--- src/rtl/move_counter.sv ---
// Cube-move counter: two bouncing pushbuttons (move/undo) are synchronized and debounced,
// and their press pulses step a 4-digit BCD count with a sticky overflow flag.
module move_counter #(
    parameter int DEBOUNCE_CYCLES = 1000000
) (
    input  logic       CLOCK_50,
    input  logic       RESET_N,
    input  logic       MOVE_KEY,
    input  logic       UNDO_KEY,
    input  logic       CLEAR,
    output logic [3:0] DIGIT0,
    output logic [3:0] DIGIT1,
    output logic [3:0] DIGIT2,
    output logic [3:0] DIGIT3,
    output logic       OVERFLOW
);

    localparam int              CW       = $clog2(DEBOUNCE_CYCLES);
    localparam logic [CW-1:0]   CNT_LAST = CW'(DEBOUNCE_CYCLES - 1);
    localparam logic [15:0]     BCD_MAX  = 16'h9999;

    // Bit 0 is the move key, bit 1 the undo key, throughout.
    logic [1:0]    w_key;
    logic [1:0]    r_sync_p0;
    logic [1:0]    r_sync_p1;
    logic [1:0]    r_deb;
    logic [1:0]    r_press;
    logic [CW-1:0] r_cnt [2];
    logic [15:0]   r_count;
    logic          r_ovf;

    assign w_key = {UNDO_KEY, MOVE_KEY};

    function automatic logic [15:0] bcd_inc(input logic [15:0] v);
        logic [15:0] res;
        logic        carry;
        res   = v;
        carry = 1'b1;
        for (int i = 0; i < 4; i++) begin
            if (carry) begin
                if (v[4*i +: 4] == 4'd9) begin
                    res[4*i +: 4] = 4'd0;
                end else begin
                    res[4*i +: 4] = v[4*i +: 4] + 4'd1;
                    carry         = 1'b0;
                end
            end
        end
        return res;
    endfunction

    function automatic logic [15:0] bcd_dec(input logic [15:0] v);
        logic [15:0] res;
        logic        borrow;
        res    = v;
        borrow = 1'b1;
        for (int i = 0; i < 4; i++) begin
            if (borrow) begin
                if (v[4*i +: 4] == 4'd0) begin
                    res[4*i +: 4] = 4'd9;
                end else begin
                    res[4*i +: 4] = v[4*i +: 4] - 4'd1;
                    borrow        = 1'b0;
                end
            end
        end
        return res;
    endfunction

    // Stages p0/p1: synchronizer; then debounce, where a change is accepted only after
    // DEBOUNCE_CYCLES consecutive disagreeing samples and a press fires on acceptance of a low.
    always_ff @(posedge CLOCK_50 or negedge RESET_N) begin
        if (!RESET_N) begin
            r_sync_p0 <= 2'b11;
            r_sync_p1 <= 2'b11;
            r_deb     <= 2'b11;
            r_press   <= 2'b00;
            r_cnt[0]  <= '0;
            r_cnt[1]  <= '0;
        end else begin
            r_sync_p0 <= w_key;
            r_sync_p1 <= r_sync_p0;
            for (int k = 0; k < 2; k++) begin
                r_press[k] <= 1'b0;
                if (r_sync_p1[k] == r_deb[k]) begin
                    r_cnt[k] <= '0;
                end else if (r_cnt[k] == CNT_LAST) begin
                    r_cnt[k]   <= '0;
                    r_deb[k]   <= r_sync_p1[k];
                    r_press[k] <= ~r_sync_p1[k];
                end else begin
                    r_cnt[k] <= r_cnt[k] + CW'(1);
                end
            end
        end
    end

    // Count stage: simultaneous move and undo cancel; saturate at both ends.
    always_ff @(posedge CLOCK_50 or negedge RESET_N) begin
        if (!RESET_N) begin
            r_count <= '0;
            r_ovf   <= 1'b0;
        end else if (CLEAR) begin
            r_count <= '0;
            r_ovf   <= 1'b0;
        end else if (r_press == 2'b01) begin
            if (r_count == BCD_MAX) begin
                r_ovf <= 1'b1;
            end else begin
                r_count <= bcd_inc(r_count);
            end
        end else if (r_press == 2'b10) begin
            if (r_count != 16'h0000) begin
                r_count <= bcd_dec(r_count);
            end
        end
    end

    assign DIGIT0   = r_count[3:0];
    assign DIGIT1   = r_count[7:4];
    assign DIGIT2   = r_count[11:8];
    assign DIGIT3   = r_count[15:12];
    assign OVERFLOW = r_ovf;

endmodule
--- config.mk ---
export PLATFORM = sky130hd
export DESIGN_NAME = move_counter
export DESIGN_NICKNAME = d
export VERILOG_FILES = /design/src/rtl/move_counter.sv
export SDC_FILE = /design/constraint.sdc
export NUM_CORES = 1
export LEC_CHECK = 0
export ABC_AREA = 0
export BUFFER_PORTS_ARGS = -buffer_cell sky130_fd_sc_hd__buf_2
export CAP_MARGIN = 20
export CORE_MARGIN = 2
export CORE_UTILIZATION = 50
export DETAILED_ROUTE_END_ITERATION = 16
export PLACE_DENSITY = 0.67
export SLEW_MARGIN = 10
export SYNTH_ARGS = -nofsm -noshare
export SYNTH_HDL_FRONTEND = slang
export SYNTH_SLANG_ARGS = --single-unit
--- constraint.sdc ---
create_clock -name CLOCK_50 -period 3.7 [get_ports CLOCK_50]
set_input_delay 0 -clock CLOCK_50 [delete_from_list [all_inputs] [get_ports CLOCK_50]]
set_output_delay 0 -clock CLOCK_50 [all_outputs]
set_load 0.02 [all_outputs]
==> results.yml <==
cts:
  cts_tree: "done"
  cts-resized-gates: 0
  cts-root-buf: "clkbuf_8"
  clockBufferDepth: 2
  clock_latency_ns: 0.35
  numCtsBuffers: 9
  clk_pin_slew_worst_paths_ns: 0.08
  htree_levels: 3
  cts.sink_count: 65
grt:
  grt_max_degree: 41
  grt_antenna_before_repair: 0
  grt_usage: 0.204
  grt_first_pass_wirelength_um: 13800
  grt_remaining_overflow: 0
  first_global_vias: 2943
logic_synthesis:
  synth_edf_count: 0
  synth_top_area_frac: 0.388
  synth_top_cell_by_area: "dfrtp_1"
  synth_top_flop_cell: "dfrtp_1"
  synth_area_sq_um: 3800
  ys_async_sr_fraction: 1.00
  syn_nets: 418
  syn_avg_cell_area_sq_um: 9.61
  synth.most_common_cell: "dfrtp_1"
  synth_area_leaders: "dfrtp_1, ha_1, xor2_1"
  synth_commonest_cells: "dfrtp_1, nor2_1, nand2_1, xor2_1"
  syn_inst: 396
  seq_area_frac_synth: 0.429
  ys_types: 56
  yosys_warnings: 0
  synth_seq_cells: 65
worst_setup_path:
  arrival_ns: 2.85
  reg2reg_to: "r_count[11]$_DFFE_PN0P_"
  crit_path_max_fanout: 10
  worstRegToRegCells: 7
  max_stage_delay_ns: 0.48
  crit_type: "flop to flop"
  path_cells: "inv_1, ha_1, nor3b_1, nor3_1, or4_4, or3_1, o31ai_2"
  critPathTopFamily: "simple AND/OR/NAND/NOR gates"
  critPathLaunch: "r_count[4]$_DFFE_PN0P_"
  critPathSlowestCell: "dfrtp_1"
  path_buf_inv: 1
  crit_path_end_kind: "flop"
  crit_path_start_kind: "flop"
  timing.rr.start: "r_count[4]$_DFFE_PN0P_"
  worstPathRequired_ns: 3.96
  reg2reg_slack_ns: 1.11
timing:
  period_needed_ns: 2.59
  setup_viol: 0
  timing.slew.headroom: 0.383
  tightest_slew_ns: 0.925
  setup_tns_ns: 0
  fin_crit_sh: 0.700
  slew_viol_final: 0
  hold_viol_final: 0
  rsz0062_at_grt: "false"
  fin_skew_ns: 0.0111
  fmax_mhz: 386
finish:
  fillers: 677
  nNetsFinal: 443
  n_antenna_cell: 0
  fin_area_sq_um: 4230
  final_util: 0.580
  drive_gt1_frac: 0.150
  area_growth_pct: 11.1
floorplan:
  core_area_sq_um: 7290
  start_util: 0.522
  pin_count: 22
  die_h_um: 91.2
  dieArea_sq_um: 8320
  num_rows: 31
  die_width_um: 91.2
min_path:
  hp-class: "primary input to flop"
  hold_end: "r_count[11]$_DFFE_PN0P_"
  holdPathStages: 2
  hp-start: "CLEAR"
routing:
  vias: 2995
  wirelength_um: 7740
  drtIter0Drc: 190
  vias_per_cell: 5.70
  drtAntennaViolNets: 0
  drt_pre_antenna_iters: 4
  wl_per_cell_um: 14.7
  drc: 0
power:
  power.density_nw_per_um2: 540
  clkPwrFrac: 0.283
  vdd_drop_max_mv: 0.208
  intPower_mw: 1.43
  power.switching_uw: 852
  p_seq_frac: 0.404
  leakagePower_nw: 1.85
  sw_frac_of_total: 0.374
  power_mw: 2.28
  combPwrFrac: 0.313
outcome:
  outcome: "completed"
placed_design:
  gp_congestion: 0.866
  hpwl_um: 5350
  place_area_sq_um: 3980
  port_buffers: 21
flow_run:
  drv_cap: 0
## repair_timing
item / 4_1_cts / 5_1_grt
setup buffers: 0 / 0
endpoints found under the hold margin: 41 / 0
hold buffers: 3 / 0
endpoints found under the setup margin: 0 / 0
## worst max-delay path by stage
stage	end	slack, ns	cells after the start
after CTS	r_count[10]$_DFFE_PN0P_	1.15	7
final	r_count[11]$_DFFE_PN0P_	1.11	7
after floorplan	r_count[11]$_DFFE_PN0P_	1.28	8
after global routing	r_count[15]$_DFFE_PN0P_	0.92	7
after detailed placement	r_count[11]$_DFFE_PN0P_	1.16	7
after global placement	r_count[10]$_DFFE_PN0P_	1.21	7
## per-layer routing
| layer | GRT usage | vias to the layer above | routed length, um |
|---|---|---|---|
| met4 | 0.0884 | 0 | 180 |
| met3 | 0.0465 | 25 | 374 |
| met5 | 0 | - | 0 |
| li1 | - | 1468 | - |
| met1 | 0.280 | 1413 | 3720 |
| met2 | 0.312 | 89 | 3470 |
## state kept, by name, indices dropped and copies added, names as in the netlist
name and flops:
r_sync_p0 2, OVERFLOW 1, r_sync_p1 2, r_press 2, r_deb 2, r_cnt 40, r_count 16
## area by class of cell
type / instances / area (sq um) / share of cell area
Clock buffer: 11 / 151 / 0.0358
Clock inverter: 5 / 62.6 / 0.0148
Inverter: 21 / 78.8 / 0.0186
Multi-Input combinational cell: 298 / 2030 / 0.479
Sequential cell: 65 / 1630 / 0.387
Tap cell: 99 / 124 / 0.0293
Timing Repair Buffer: 26 / 150 / 0.0355
## power by group through the flow
stage / clock, mW / sequential [mW] / combinational (mW)
2_1_floorplan: 0 / 0.961 / 0.483
3_3_place_gp: 0 / 0.926 / 0.700
3_5_place_dp: 0 / 0.932 / 0.707
4_1_cts: 0.657 / 0.918 / 0.713
5_1_grt: 0.697 / 0.939 / 0.794
6_report: 0.645 / 0.921 / 0.715
## cells in the final DEF, fill, tap and decap left out, types with 4 or more instances in the layout
cell type	synthesis	final
a21oi_1	13	13
a22oi_1	4	4
a31oi_1	5	5
and4_1	6	6
buf_2	4	21
clkbuf_8	0	11
dfrtp_1	59	59
dfstp_2	6	6
ha_1	17	17
inv_1	21	21
mux2_2	5	5
mux2i_1	7	7
nand2_1	23	23
nand3_1	21	21
nand3b_1	4	4
nand4_1	8	8
nor2_1	51	51
nor3_1	13	13
nor4_1	6	6
o21ai_0	6	6
o22ai_1	4	4
o31ai_1	7	7
o32ai_1	4	4
o41ai_1	5	5
or2_2	4	4
xnor2_1	15	15
xor2_1	23	23
## metrics by stage
step / cells / worst slack (ns) / hold slack [ns]
finish: 525 / 1.11 / 0.0953
global route: 525 / 0.922 / 0.106
CTS: 525 / 1.15 / 0.0700
detailed placement: 506 / 1.16 / 0.110
global placement: 506 / 1.21 / 0.107
floorplan: 396 / 1.28 / -0.296
## cell families (layout without fill, tap and decap cells)
kind of cell	after synthesis	after routing	share of synthesized area
AND/OR/NAND/NOR	168	168	0.238
multiplexers	12	12	0.0332
flip-flops	65	65	0.429
AO/OA/AOI/OAI	63	63	0.118
adder cells (fa/ha/maj)	17	17	0.0559
buffers and inverters	33	63	0.0378
XOR/XNOR	38	38	0.0875
(Power assumes the default switching activity.)
